<file path="config.mk">
export PLATFORM = sky130hd
export DESIGN_NAME = uart_rx_flat
export DESIGN_NICKNAME = d
export VERILOG_FILES = /design/src/rtl/uart_pkg.sv /design/src/rtl/uart_rx_if.sv /design/src/rtl/uart_rx_sampler.sv /design/src/rtl/uart_rx.sv /design/src/flat_wrapper.sv
export SDC_FILE = /design/constraint.sdc
export NUM_CORES = 1
export LEC_CHECK = 0
export ABC_AREA = 1
export BUFFER_PORTS_ARGS = -buffer_cell sky130_fd_sc_hd__buf_2
export CAP_MARGIN = 20
export CORE_UTILIZATION = 55
export CTS_BUF_LIST = sky130_fd_sc_hd__clkbuf_2 sky130_fd_sc_hd__clkbuf_4 sky130_fd_sc_hd__clkbuf_8
export DETAILED_ROUTE_END_ITERATION = 7
export GPL_TIMING_DRIVEN = 0
export HOLD_SLACK_MARGIN = 0.08
export MAX_ROUTING_LAYER = met4
export PLACE_DENSITY = 0.8
export SLEW_MARGIN = 20
export SYNTH_ARGS = -nofsm -noshare
export SYNTH_HDL_FRONTEND = slang
export SYNTH_HIERARCHICAL = 1
export SYNTH_SLANG_ARGS = --single-unit
</file>
<file path="constraint.sdc">
create_clock -name CLK -period 3.1 [get_ports CLK]
set_input_delay 0 -clock CLK [delete_from_list [all_inputs] [get_ports CLK]]
set_output_delay 0 -clock CLK [all_outputs]
set_load 0.05 [all_outputs]
</file>
<file path="src/rtl/uart_pkg.sv">
// Shared UART definitions: FSM state encoding common to TX and RX, and parity types.
package uart_pkg;

  typedef enum logic [2:0] {
    IDLE  = 3'd0,
    START = 3'd1,
    DATA  = 3'd2,
    PAR   = 3'd3,
    STOP  = 3'd4
  } uart_state_t;

  localparam logic EVEN = 1'b0;
  localparam logic ODD  = 1'b1;

endpackage

</file>
<file path="src/rtl/uart_rx_if.sv">
// Signal bundle between the UART receiver (slave) and the block that drives its line/config (master).
// data_valid, par_err and stp_err are single-cycle pulses with no ready: the consumer must capture that cycle.
interface uart_rx_if
  import uart_pkg::*;
#(
  parameter int DATA_WIDTH = 8,
  parameter int PRESCALE_W = 6
);
  logic                  RX_IN;
  logic                  PAR_EN;
  logic                  PAR_TYP;
  logic [PRESCALE_W-1:0] PRESCALE;
  logic [DATA_WIDTH-1:0] P_DATA;
  logic                  data_valid;
  logic                  par_err;
  logic                  stp_err;
  uart_state_t           state;

  modport master (
    output RX_IN, PAR_EN, PAR_TYP, PRESCALE,
    input  P_DATA, data_valid, par_err, stp_err, state
  );

  modport slave (
    input  RX_IN, PAR_EN, PAR_TYP, PRESCALE,
    output P_DATA, data_valid, par_err, stp_err, state
  );
endinterface

</file>
<file path="src/rtl/uart_rx_sampler.sv">
// Per-bit edge counter and sample-point logic for the UART receiver.
// Define UART_RX_MAJORITY_EN for a 2-of-3 vote around mid-bit; otherwise one sample at mid-bit.
module uart_rx_sampler #(
  parameter int PRESCALE_W = 6
) (
  input  logic                  CLK,
  input  logic                  RST,
  input  logic                  run,
  input  logic                  rx,
  input  logic [PRESCALE_W-1:0] prescale,
  output logic                  bit_val,
  output logic                  sample_stb,
  output logic                  bit_end,
  output logic                  pre_end
);
  logic [PRESCALE_W-1:0] cnt;
  logic [PRESCALE_W-1:0] half;

  assign half    = prescale >> 1;
  assign bit_end = (cnt == prescale - PRESCALE_W'(1));
  // One cycle ahead of bit end, so registered outputs land on the last edge of the bit
  assign pre_end = (cnt == prescale - PRESCALE_W'(2));

  always_ff @(posedge CLK) begin
    if (RST || !run) begin
      cnt <= '0;
    end else if (bit_end) begin
      cnt <= '0;
    end else begin
      cnt <= cnt + PRESCALE_W'(1);
    end
  end

`ifdef UART_RX_MAJORITY_EN
  logic s0, s1;

  always_ff @(posedge CLK) begin
    if (RST) begin
      s0 <= 1'b1;
      s1 <= 1'b1;
    end else begin
      if (cnt == half - PRESCALE_W'(1)) s0 <= rx;
      if (cnt == half) s1 <= rx;
    end
  end

  assign sample_stb = run && (cnt == half + PRESCALE_W'(1));
  assign bit_val    = (s0 & s1) | (s0 & rx) | (s1 & rx);
`else
  assign sample_stb = run && (cnt == half);
  assign bit_val    = rx;
`endif

endmodule

</file>
<file path="src/rtl/uart_rx.sv">
// UART receiver top: frame FSM, deserializer, parity/stop checks and registered outputs.
// Sampling mode selected by UART_RX_MAJORITY_EN inside uart_rx_sampler.
module uart_rx
  import uart_pkg::*;
#(
  parameter int DATA_WIDTH = 8,
  parameter int PRESCALE_W = 6
) (
  input logic     CLK,
  input logic     RST,
  uart_rx_if.slave bus
);
  localparam int BCW = (DATA_WIDTH > 1) ? $clog2(DATA_WIDTH) : 1;

  uart_state_t           state, next_state;
  logic [BCW-1:0]        bit_cnt;
  logic [DATA_WIDTH-1:0] shreg;
  logic                  start_bad, par_bad, stp_bad;
  logic                  par_en_q, par_typ_q;
  logic [PRESCALE_W-1:0] presc_q;
  logic                  start_det, run, last_bit, exp_par;
  logic                  bit_val, sample_stb, bit_end, pre_end;

  assign start_det = (state == IDLE) && !bus.RX_IN;
  assign run       = (state != IDLE) || start_det;
  assign last_bit  = (bit_cnt == BCW'(DATA_WIDTH - 1));
  assign exp_par   = (par_typ_q == ODD) ? ~^shreg : ^shreg;
  assign bus.state = state;

  uart_rx_sampler #(.PRESCALE_W(PRESCALE_W)) u_sampler (
    .CLK        (CLK),
    .RST        (RST),
    .run        (run),
    .rx         (bus.RX_IN),
    .prescale   (presc_q),
    .bit_val    (bit_val),
    .sample_stb (sample_stb),
    .bit_end    (bit_end),
    .pre_end    (pre_end)
  );

  always_ff @(posedge CLK) begin
    if (RST) state <= IDLE;
    else     state <= next_state;
  end

  always_comb begin
    next_state = state;
    case (state)
      IDLE:    if (start_det) next_state = START;
      START:   if (bit_end) next_state = start_bad ? IDLE : DATA;
      DATA:    if (bit_end && last_bit) next_state = par_en_q ? PAR : STOP;
      PAR:     if (bit_end) next_state = STOP;
      STOP:    if (bit_end) next_state = IDLE;
      default: next_state = IDLE;
    endcase
  end

  always_ff @(posedge CLK) begin
    if (RST) begin
      bit_cnt        <= '0;
      shreg          <= '0;
      start_bad      <= 1'b0;
      par_bad        <= 1'b0;
      stp_bad        <= 1'b0;
      par_en_q       <= 1'b0;
      par_typ_q      <= 1'b0;
      presc_q        <= '0;
      bus.P_DATA     <= '0;
      bus.data_valid <= 1'b0;
      bus.par_err    <= 1'b0;
      bus.stp_err    <= 1'b0;
    end else begin
      bus.data_valid <= 1'b0;
      bus.par_err    <= 1'b0;
      bus.stp_err    <= 1'b0;
      // Frame configuration is frozen at start detect
      if (start_det) begin
        presc_q   <= bus.PRESCALE;
        par_en_q  <= bus.PAR_EN;
        par_typ_q <= bus.PAR_TYP;
        bit_cnt   <= '0;
        start_bad <= 1'b0;
        par_bad   <= 1'b0;
        stp_bad   <= 1'b0;
      end
      if (sample_stb) begin
        case (state)
          START:   start_bad <= bit_val;
          DATA:    shreg     <= {bit_val, shreg[DATA_WIDTH-1:1]};
          PAR:     par_bad   <= (bit_val != exp_par);
          STOP:    stp_bad   <= !bit_val;
          default: ;
        endcase
      end
      if (state == DATA && bit_end) begin
        bit_cnt <= last_bit ? '0 : bit_cnt + 1'b1;
      end
      if (state == STOP && pre_end) begin
        if (!par_bad && !stp_bad) begin
          bus.P_DATA     <= shreg;
          bus.data_valid <= 1'b1;
        end else begin
          bus.par_err <= par_bad;
          bus.stp_err <= stp_bad;
        end
      end
    end
  end

endmodule

</file>
<file path="src/flat_wrapper.sv">
// flat-port wrapper written by rule: the top's interface ports become plain ports
module uart_rx_flat import uart_pkg::*;
#(
  parameter int DATA_WIDTH = 8,
  parameter int PRESCALE_W = 6
)
  (CLK, RST, bus_RX_IN, bus_PAR_EN, bus_PAR_TYP, bus_PRESCALE, bus_P_DATA, bus_data_valid, bus_par_err, bus_stp_err, bus_state);
  uart_rx_if #(.DATA_WIDTH(DATA_WIDTH), .PRESCALE_W(PRESCALE_W)) bus_i ();
  input logic CLK;
  input logic RST;
  input wire logic [$bits(bus_i.RX_IN)-1:0] bus_RX_IN;
  input wire logic [$bits(bus_i.PAR_EN)-1:0] bus_PAR_EN;
  input wire logic [$bits(bus_i.PAR_TYP)-1:0] bus_PAR_TYP;
  input wire logic [$bits(bus_i.PRESCALE)-1:0] bus_PRESCALE;
  output wire logic [$bits(bus_i.P_DATA)-1:0] bus_P_DATA;
  output wire logic [$bits(bus_i.data_valid)-1:0] bus_data_valid;
  output wire logic [$bits(bus_i.par_err)-1:0] bus_par_err;
  output wire logic [$bits(bus_i.stp_err)-1:0] bus_stp_err;
  output wire logic [$bits(bus_i.state)-1:0] bus_state;
  assign bus_i.RX_IN = bus_RX_IN;
  assign bus_i.PAR_EN = bus_PAR_EN;
  assign bus_i.PAR_TYP = bus_PAR_TYP;
  assign bus_i.PRESCALE = bus_PRESCALE;
  assign bus_P_DATA = bus_i.P_DATA;
  assign bus_data_valid = bus_i.data_valid;
  assign bus_par_err = bus_i.par_err;
  assign bus_stp_err = bus_i.stp_err;
  assign bus_state = bus_i.state;
  uart_rx #(.DATA_WIDTH(DATA_WIDTH), .PRESCALE_W(PRESCALE_W)) u_core (.CLK(CLK), .RST(RST), .bus(bus_i));
endmodule
</file>
==> metrics.md, run 1 <==
| Metric | Value |
|---|---|
| Critical path arrival | `2.46 ns` |
| Synthesis-stage register bit count | `42` |
| DR pass1 iterations | `4` |
| Tightest Hold Check Type | `in -> reg` |
| Nature of the critical path endpoint | `flip-flop` |
| Total number of vias | `2,122` |
| Worst clock skew | `0.00520 ns` |
| N_diodes | `0` |
| Crit Path Category | `reg -> reg` |
| CP max stage cell | `dfxtp_1` |
| Syn_nets | `349` |
| Seq/Total Area, Yosys | `0.369` |
| Die Height | `66.4 µm` |
| Syn_area_per_cell | `6.87 µm²` |
| CP max FO | `10` |
| Net count, final | `389` |
| Commonest non-fill, non-tap cell in the layout | `nand2_1` |
| Share of cells above drive strength 1 | `0.158` |
| Largest net degree at the start of global routing | `14` |
| CTS Buffer Depth | `2` |
| Clock sinks | `42` |
| CTS tree | `yes` |
| CP max stage delay | `0.39 ns` |
| Clk slew on worst S/H paths | `about 0.080 ns` |
| TritonCTS Buffers | `5` |
| Least-Margin Pin Slew | `0.405 ns` |
| CTS root buf | `clkbuf_8` |
| Initial antenna violation count | `0` |
| RR Startpoint | `u_core/presc_q[1]` |
| Leakage power | `1.25 nW` |
| Die width | `roughly 66 µm` |
| P&R area growth vs syn | `17.0%` |
| Depth of the most critical reg-to-reg path | `12` |
| GRT Util Overall | `0.249` |
| DIE AREA | `approximately 4400 µm²` |
| Hold EP | `u_core/stp_bad` |
| Worst setup SP type | `flip-flop` |
| Mapped Cells | `332` |
| Setup-failing EPs final | `0` |
| Vias in the first global route | `1,951` |
| Placed cells | `406` |
| DR vias/cell | `roughly 5.0` |
| Post-Layout Cell Count | `423` |
| CP top delay family | `simple AND/OR/NAND/NOR gates` |
| RSZ-0062 raised after global routing | `no` |
| Final Hold Viols | `0` |
| Max VDD drop | `between 400 and 500 µV` |
| Power per cell area | `739 nW/µm²` |
| H-tree depth | `2` |
| Worst Path Buf+Inv | `3` |
| Post-synth top area share | `0.369` |
| Synthesized area | `2280 µm²` |
| Max-Cap Viols | `0` |
| GP Congestion | `around 0.9` |
| Max Freq | `0.449 GHz` |
| Worst setup margin | `0.875 ns` |
| Synth unique cells | `35` |
| Core area | `about 4000 µm²` |
| Slew Limit Fails | `0` |
| Ys Warns | `6` |
| Drc violations | `0` |
| Top FF cell, synth | `dfxtp_1` |
| Final antenna-violating net count | `0` |
| Post-layout minimum cycle time | `~2.2 ns` |
| Placed wire-length estimate | `3.46 mm` |
| Outcome | `finished, final reports clean` |
| Relative slew slack | `0.730` |
| Most frequent cells in the layout | `nand2_1, inv_1, dfxtp_1, nor2_1, a21oi_1` |
| Req. time, crit path | `3.33 ns` |
| # resized after CTS | `0` |
| Post-Route WL | `4.73 mm` |
| Routed len/inst | `between 10 and 15 µm` |
| DR iter-0 viols | `between 100 and 150` |
| First-pass GRT wire length | `8.11 mm` |
| Initial core utilization | `0.570` |
| Worst R2R Setup Slack | `about 0.87 ns` |
| Hold path start | `bus_RX_IN` |
| Ports | `25` |
| Remaining Overflow, GRT | `0` |
| Cells on Worst Hold Path | `5` |
| Synth area leaders | `dfxtp_1, nand2_1, inv_1` |
| Cell Rows | `23` |
| Critical-path cell list | `inv_1, ha_1, or2_2, nand3_1, nand4_1, nor3_1, and3_4, nand2_4, inv_4, buf_8, o21ai_1, a21oi_1` |
| Dominant cell type by area after synthesis | `dfxtp_1` |
| Skew-Pair Late Insertion Delay | `just under 0.3 ns` |
| Period utilization | `0.718` |
| Final core utilization | `0.667` |
| Pre-CTS setup slack | `0.873 ns` |
| TNS Setup | `0 ns` |
| R2r endpoint | `u_core/bus.P_DATA[6]` |
| Async set-or-reset flop fraction in the synthesized netlist | `0` |
| Number of synthesized flops with an enable pin | `0` |
| Number of port buffers | `24` |
==> power breakdown <==
part           total [mW]  leakage [nW]  internal, mW  switching [mW]
combinational       0.805         0.856         0.302           0.503
sequential          0.729         0.341         0.617           0.111
clock               0.437        0.0548         0.249           0.188
==> synth_stat cells (2+ instances only) <==
master / instances
nor2_1: 37
nand4_1: 2
nand2_4: 2
clkbuf_2: 2
nand2_2: 4
xor2_1: 9
o21ai_0: 25
dfxtp_1: 42
nor3_1: 3
a21oi_1: 27
nor2_2: 5
nand2_1: 73
inv_2: 2
buf_2: 2
xnor2_1: 6
nand3_1: 17
ha_1: 6
o21ai_1: 3
buf_4: 2
inv_1: 48
==> worst min-delay path, stage by stage <==
cell	delay, ns
buf_2	0.10
buf_4	0.13
nand3_1	0.07
nand2_1	0.06
a21oi_1	0.03
==> final cells by class <==
cell class / instances / area [µm²]
repair buffers: 33 / 210
clock buffers: 6 / 76.3
inverters: 51 / 194
multi-input cells: 230 / 1190
well taps: 50 / 62.6
flip-flops and latches: 42 / 841
fillers: 384 / 1330
clock inverters: 2 / 37.5
plain buffers: 9 / 57.6
==> per-layer routing <==
layer / share of wire / global-route usage
met1: 0.47 / 0.294
met2: 0.47 / 0.420
met3: 0.041 / 0.0431
met4: 0.020 / 0.0984
met5: 0 / -
==> what timing repair did <==
action / CTS / global route
endpoints found under the hold margin: 14 / 0
hold buffers: 9 / 0
setup buffers: 0 / 0
==> per-stage QoR <==
stage	instance area (µm²)	hold WS (ns)	power, mW
6_report	2670	0.135	1.97
5_1_grt	2670	0.174	2.12
4_1_cts	2670	0.131	1.97
3_5_place_dp	2460	0.284	1.53
3_3_place_gp	2460	0.273	1.51
2_1_floorplan	2280	0.0691	1.37
==> worst max-delay path by stage <==
stage                   startpoint                   end  cells past startpoint
2_1_floorplan  u_core/bus.state[0]       u_core/shreg[4]                     10
3_3_place_gp     u_core/presc_q[1]  u_core/bus.P_DATA[5]                     12
3_5_place_dp     u_core/presc_q[1]  u_core/bus.P_DATA[6]                     12
4_1_cts          u_core/presc_q[1]  u_core/bus.P_DATA[6]                     12
5_1_grt          u_core/presc_q[1]  u_core/bus.P_DATA[0]                     12
6_report         u_core/presc_q[1]  u_core/bus.P_DATA[6]                     12
==> logic make-up (layout without fill, tap and decap cells) <==
family,Yosys count,count (layout),synth area share
AO/OA/AOI/OAI,60,60,0.138
XOR/XNOR,15,15,0.0576
adder cells (fa/ha/maj),6,6,0.0329
buffers and inverters,60,101,0.110
flip-flops,42,42,0.369
AND/OR/NAND/NOR,149,149,0.293
==> sequential cells by signal, summed over array words and instances (netlist names), 3 cells and up <==
register              cells
u_core/bus.P_DATA         8
u_core/bus.state          3
u_core/presc_q            6
u_core/bit_cnt            3
u_core/shreg              8
u_core/u_sampler/cnt      6
Power figures use the tool's default switching activity.
==> run 2: changes to the inputs <==
==> constraint.sdc (replaced) <==
create_clock -name CLK -period 2.2 [get_ports CLK]
set_input_delay 0 -clock CLK [delete_from_list [all_inputs] [get_ports CLK]]
set_output_delay 0 -clock CLK [all_outputs]
set_load 0.05 [all_outputs]
==> metrics.md, run 2 (same netlist as run 1, synthesis figures left out) <==
| Metric | Value |
|---|---|
| Max Freq | `0.496 GHz` |
| Least-Margin Pin Slew | `slightly above 0.4 ns` |
| GP Congestion | `0.903` |
| Crit Path Category | `reg -> reg` |
| Die Height | `66.4 µm` |
| CTS Buffer Depth | `2` |
| CTS root buf | `clkbuf_8` |
| Drc violations | `0` |
| GRT Util Overall | `0.249` |
| Initial core utilization | `0.570` |
| Worst setup margin | `roughly 0.19 ns` |
| First-pass GRT wire length | `8.11 mm` |
| DIE AREA | `around 4400 µm²` |
| Sw frac | `0.408` |
| Psw | `1.15 mW` |
| CTS tree | `yes` |
| Routed len/inst | `11.3 µm` |
| Tightest Hold Check Type | `in -> reg` |
| Worst setup SP type | `flip-flop` |
| Outcome | `finished, final reports clean` |
| RSZ-0062 raised after global routing | `no` |
| Die width | `66.4 µm` |
| Commonest non-fill, non-tap cell in the layout | `nand2_1` |
| Pre-CTS setup slack | `-0.0266 ns` |
| Design area | `~2700 µm²` |
| Vias in the first global route | `1,951` |
| Pint | `~1.7 mW` |
| Post-layout minimum cycle time | `2.01 ns` |
| Placed cells | `~410` |
| CP max stage cell | `dfxtp_2` |
| Final antenna-violating net count | `0` |
| Setup bufs post-CTS | `0` |
| Final Hold Viols | `0` |
| Clock share of power | `0.219` |
| N_diodes | `0` |
| Clock sinks | `42` |
| Number of port buffers | `24` |
| TNS Setup | `0 ns` |
| Post-Route WL | `4.78 mm` |
| Remaining Overflow, GRT | `0` |
| H-tree depth | `2` |
| Reg power frac | `0.368` |
| Skew-Pair Late Insertion Delay | `0.29 ns` |
| Post-DP Area | `2460 µm²` |
| Max-Cap Viols | `0` |
| Ports | `25` |
| Placed wire-length estimate | `3.46 mm` |
| Combinational power share | `0.413` |
| Largest net degree at the start of global routing | `14` |
| Critical path arrival | `2.25 ns` |
| Slew Limit Fails | `0` |
| Setup-failing EPs final | `0` |
| CP max stage delay | `0.36 ns` |
| Post-Layout Cell Count | `423` |
| Power per cell area | `roughly 1000 nW/µm²` |
| Worst clock skew | `0.00537 ns` |
| Most frequent cells in the layout | `nand2_1, inv_1, dfxtp_1, nor2_1, a21oi_1` |
| Max VDD drop | `643 µV` |
| Critical-path cell list | `inv_1, ha_4, or2_2, nand3_1, nand4_1, nor3_2, and3_4, nand2_4, inv_4, buf_8, o21ai_1, a21oi_1` |
| Biggest registers after layout | `u_core/bus.P_DATA x8, u_core/shreg x8` |
| Initial antenna violation count | `0` |
| P&R area growth vs syn | `17.9%` |
| DR iter-0 viols | `111` |
| Period utilization | `0.916` |
| Req. time, crit path | `2.43 ns` |
| Share of cells above drive strength 1 | `0.177` |
| Leakage power | `1.26 nW` |
| TritonCTS Buffers | `5` |
| DR pass1 iterations | `4` |
| CP max FO | `10` |
| Cell Rows | `23` |
| Clk slew on worst S/H paths | `0.08 ns` |
| DR vias/cell | `5.01` |
| Net count, final | `389` |
| Core area | `4000 µm²` |
| Relative slew slack | `0.730` |
| Nature of the critical path endpoint | `flip-flop` |
| Total number of vias | `2,121` |
run 2: cell types whose count changed in the layout (fill, tap and decap cells not counted):
cell,delta
inv_1,-1
dfxtp_1,-4
dfxtp_2,+4
ha_1,-1
nor3_1,-1
nor3_2,+1
inv_2,+1
ha_4,+1
run 2: per-stage QoR:
| stage | hold slack, ns | util | power [mW] |
|---|---|---|---|
| floorplan | 0.0691 | - | 1.94 |
| global placement | 0.273 | 0.616 | 2.13 |
| detailed placement | 0.284 | 0.616 | 2.15 |
| CTS | 0.131 | 0.667 | 2.78 |
| global route | 0.174 | 0.672 | 3.02 |
| finish | 0.138 | 0.672 | 2.81 |
run 2: final cells by class:
type / instances / area (µm²)
fillers: 375 / 1310
multi-input cells: 230 / 1200
flip-flops and latches: 42 / 846
repair buffers: 33 / 210
inverters: 51 / 194
clock buffers: 6 / 76.3
well taps: 50 / 62.6
plain buffers: 9 / 57.6
clock inverters: 2 / 37.5
run 2: critical path: cells and delay by family (launching register included):
kind	cells	cell delay (ns)
AND/OR/NAND/NOR	6	0.90
flip-flops	1	0.36
buffers and inverters	3	0.29
adder cells (fa/ha/maj)	1	0.19
AO/OA/AOI/OAI	2	0.19
run 2: final timing paths:
| path | start | to | slack, ns | cells after the start |
|---|---|---|---|---|
| setup / recovery | u_core/presc_q[2] | u_core/bus.P_DATA[6] | 0.19 | 12 |
| setup reg to reg | u_core/presc_q[2] | u_core/bus.P_DATA[6] | 0.19 | 12 |
| hold reg to reg | u_core/par_bad | u_core/bus.par_err | 0.45 | 2 |
| hold / removal | bus_RX_IN | u_core/stp_bad | 0.14 | 5 |
run 2: per-layer routing:
layer / GRT usage / wire (µm) / up-vias
met1: 0.294 / 2240 / 928
met3: 0.0431 / 187 / 12
li1: - / - / 1129
met5: - / 0 / -
met2: 0.420 / 2250 / 52
met4: 0.0984 / 106 / 0
run 2: power groups by stage:
| stage | registers [mW] | logic (mW) | clock network, mW |
|---|---|---|---|
| final | 1.03 | 1.16 | 0.615 |
| after global routing | 1.06 | 1.32 | 0.648 |
| after CTS | 1.02 | 1.13 | 0.624 |
| after detailed placement | 1.04 | 1.11 | 0 |
| after global placement | 1.04 | 1.08 | 0 |
| after floorplan | 1.07 | 0.870 | 0 |
run 2: repair_timing:
action                                  in CTS  in global routing
endpoints found under the setup margin       2                 13
resized for setup                            1                  7
hold buffers                                 9                  0
endpoints found under the hold margin       14                  0
==> run 3: changes to the inputs <==
--- a/config.mk
+++ b/config.mk
@@ -5,7 +5,6 @@
 export SDC_FILE = /design/constraint.sdc
 export NUM_CORES = 1
 export LEC_CHECK = 0
-export ABC_AREA = 1
 export BUFFER_PORTS_ARGS = -buffer_cell sky130_fd_sc_hd__buf_2
 export CAP_MARGIN = 20
 export CORE_UTILIZATION = 55
==> metrics.md, run 3 <==
| Metric | Value |
|---|---|
| Share of cells above drive strength 1 | `0.317` |
| Tightest Hold Check Type | `in -> reg` |
| Post-synthesis xor/xnor area fraction | `0.103` |
| Failing checks | `setup timing` |
| Relative slew slack | `0.531` |
| Async set-or-reset flop fraction in the synthesized netlist | `0` |
| Largest net degree at the start of global routing | `14` |
| Synth cell count leaders | `nand2_1, dfxtp_1, a21oi_1` |
| Drc violations | `0` |
| CTS root buf | `clkbuf_8` |
| Synth area leaders | `dfxtp_1, nand2_1, a21oi_1` |
| Net count, final | `335` |
| Die Height | `approximately 66 µm` |
| Final Hold Viols | `0` |
| Synth Area in Adders | `0.0334` |
| Ys Warns | `6` |
| Worst setup SP type | `flip-flop` |
| Least-Margin Pin Slew | `0.701 ns` |
| Initial core utilization | `0.592` |
| Outcome | `finished, violations left` |
| Post-DP Area | `2470 µm²` |
| Setup-failing EPs final | `11` |
| P&R area growth vs syn | `31.0%` |
| Vias in the first global route | `1,957` |
| RSZ-0062 raised after global routing | `yes` |
| Initial antenna violation count | `0` |
| Remaining Overflow, GRT | `0` |
| Top FF cell, synth | `dfxtp_1` |
| Commonest non-fill, non-tap cell in the layout | `nand2_1` |
| Max Freq | `0.431 GHz` |
| Mux cell area share after synthesis | `0` |
| N_diodes | `0` |
| Clk slew on worst S/H paths | `0.08 ns` |
| TritonCTS Buffers | `5` |
| Most numerous cell in the Yosys netlist | `nand2_1` |
| Post-layout minimum cycle time | `2.32 ns` |
| GP Congestion | `0.883` |
| First-pass GRT wire length | `roughly 8.9 mm` |
| Critical path arrival | `2.51 ns` |
| Synthesis-stage register bit count | `42` |
| Max-Cap Viols | `0` |
| Period utilization | `1.05` |
| Total number of vias | `2,086` |
| Register area | `861 µm²` |
| GRT Util Overall | `0.277` |
| Post-synthesis compound-gate area fraction | `0.177` |
| Crit Path Category | `reg -> reg` |
| Synth unique cells | `53` |
| Most frequent cells in the layout | `nand2_1, dfxtp_1, buf_2, a21oi_1, nor2_1` |
| Leakage power | `1.17 nW` |
| DIE AREA | `approximately 4400 µm²` |
| Mapped Cells | `roughly 260` |
| Multi-input gate area | `1450 µm²` |
| Power per cell area | `960 nW/µm²` |
| Nature of the critical path endpoint | `flip-flop` |
| Ports | `25` |
| Biggest registers after layout | `u_core/bus.P_DATA x8, u_core/shreg x8` |
| Skew-Pair Late Insertion Delay | `0.30 ns` |
| Cell Rows | `22` |
| Fill cell count | `around 260` |
| Slew Limit Fails | `0` |
| Design area | `about 2900 µm²` |
| DR vias/cell | `~5.7` |
| CTS tree | `yes` |
| Number of port buffers | `24` |
| Dominant cell type by area after synthesis | `dfxtp_1` |
| CP max FO | `4` |
| Seq/Total Area, Yosys | `0.374` |
| Worst setup margin | `-0.120 ns` |
| Synthesized area | `2250 µm²` |
| CTS Buffer Depth | `2` |
| Final antenna-violating net count | `0` |
| H-tree depth | `2` |
| Syn_nets | `280` |
| Final core utilization | `0.776` |
| Routed len/inst | `14.9 µm` |
| Max VDD drop | `805 µV` |
| Req. time, crit path | `between 2 and 2.5 ns` |
| Post-Route WL | `approximately 5.5 mm` |
| Simple logic cell fraction of the synthesized area | `0.261` |
| Clock sinks | `42` |
| Die width | `66.0 µm` |
| Number of synthesized flops with an enable pin | `0` |
| Core area | `3800 µm²` |
| DR pass1 iterations | `4` |
| DR iter-0 viols | `approximately 150` |
| Largest family of logic cells by synthesized area | `simple AND/OR/NAND/NOR gates` |
| Worst clock skew | `0.00417 ns` |
| Placed wire-length estimate | `3.50 mm` |
| TNS Setup | `-0.410 ns` |
| Post-synth top area share | `0.374` |
| Syn_area_per_cell | `about 8.6 µm²` |
-- run 3: cell count changes in the layout (fill, tap and decap cells not counted), moves of 7 or more --
cell,delta
inv_1,-42
nand2_1,-29
o21ai_0,-25
nor2_1,-22
buf_4,+11
xnor2_1,+8
a211oi_1,+7
-- run 3: critical path, cell delays in order, from the launching register on --
cell	delay, ns
dfxtp_4	0.36
inv_4	0.07
ha_4	0.14
nor3b_4	0.24
a21o_2	0.19
a211oi_4	0.08
and2_4	0.18
or4b_4	0.50
o31a_4	0.15
nor4bb_1	0.14
o21ba_1	0.17
-- run 3: per-layer routing --
metal | global-route usage | wire [µm] | vias to the layer above
met5 | - | 0 | -
met2 | 0.450 | 2620 | 56
met3 | 0.0552 | 306 | 8
met1 | 0.348 | 2490 | 997
met4 | 0.0798 | 56 | 0
li1 | - | - | 1025
-- run 3: layout make-up --
class | instances | share of cell area
Buffer | 16 | 0.0327
Clock buffer | 6 | 0.0259
Clock inverter | 2 | 0.0123
Inverter | 7 | 0.0115
Multi-Input combinational cell | 198 | 0.492
Sequential cell | 42 | 0.292
Tap cell | 48 | 0.0204
Timing Repair Buffer | 48 | 0.113
-- run 3: report_power, final --
group | total (mW) | internal, mW | switching [mW]
registers | 0.921 | 0.839 | 0.0814
logic | 1.28 | 0.559 | 0.725
clock network | 0.623 | 0.352 | 0.271
total | 2.83 | 1.75 | 1.08
-- run 3: kinds of logic after synthesis --
family,after synthesis
AO/OA/AOI/OAI,58
XOR/XNOR,24
AND/OR/NAND/NOR,110
buffers and inverters,23
adder cells (fa/ha/maj),6
flip-flops,42
-- run 3: final timing paths --
path	from	endpoint	slack (ns)	cells past startpoint
setup / recovery	u_core/presc_q[2]	u_core/bus.state[1]	-0.12	10
hold / removal	bus_RX_IN	u_core/par_en_q	0.11	4
setup reg to reg	u_core/presc_q[2]	u_core/bus.state[1]	-0.12	10
hold reg to reg	u_core/bus.P_DATA[5]	u_core/bus.P_DATA[5]	0.45	2
-- run 3: repair_timing --
action / CTS / global route
gates resized for setup: 16 / 17
hold buffers: 9 / 0
pin swaps: 12 / 13
buffers inserted: 15 / 2
endpoints found under the setup margin: 27 / 20
endpoints found under the hold margin: 8 / 0
-- run 3: per-stage QoR --
step	total power, mW	instances	hold slack (ns)	setup WS [ns]
2_1_floorplan	1.73	263	0.126	-0.0398
5_1_grt	2.98	367	0.117	-0.179
4_1_cts	2.70	366	0.0860	-0.0376
3_5_place_dp	1.92	335	0.245	-0.409
3_3_place_gp	1.90	335	0.239	-0.379
6_report	2.83	367	0.108	-0.120
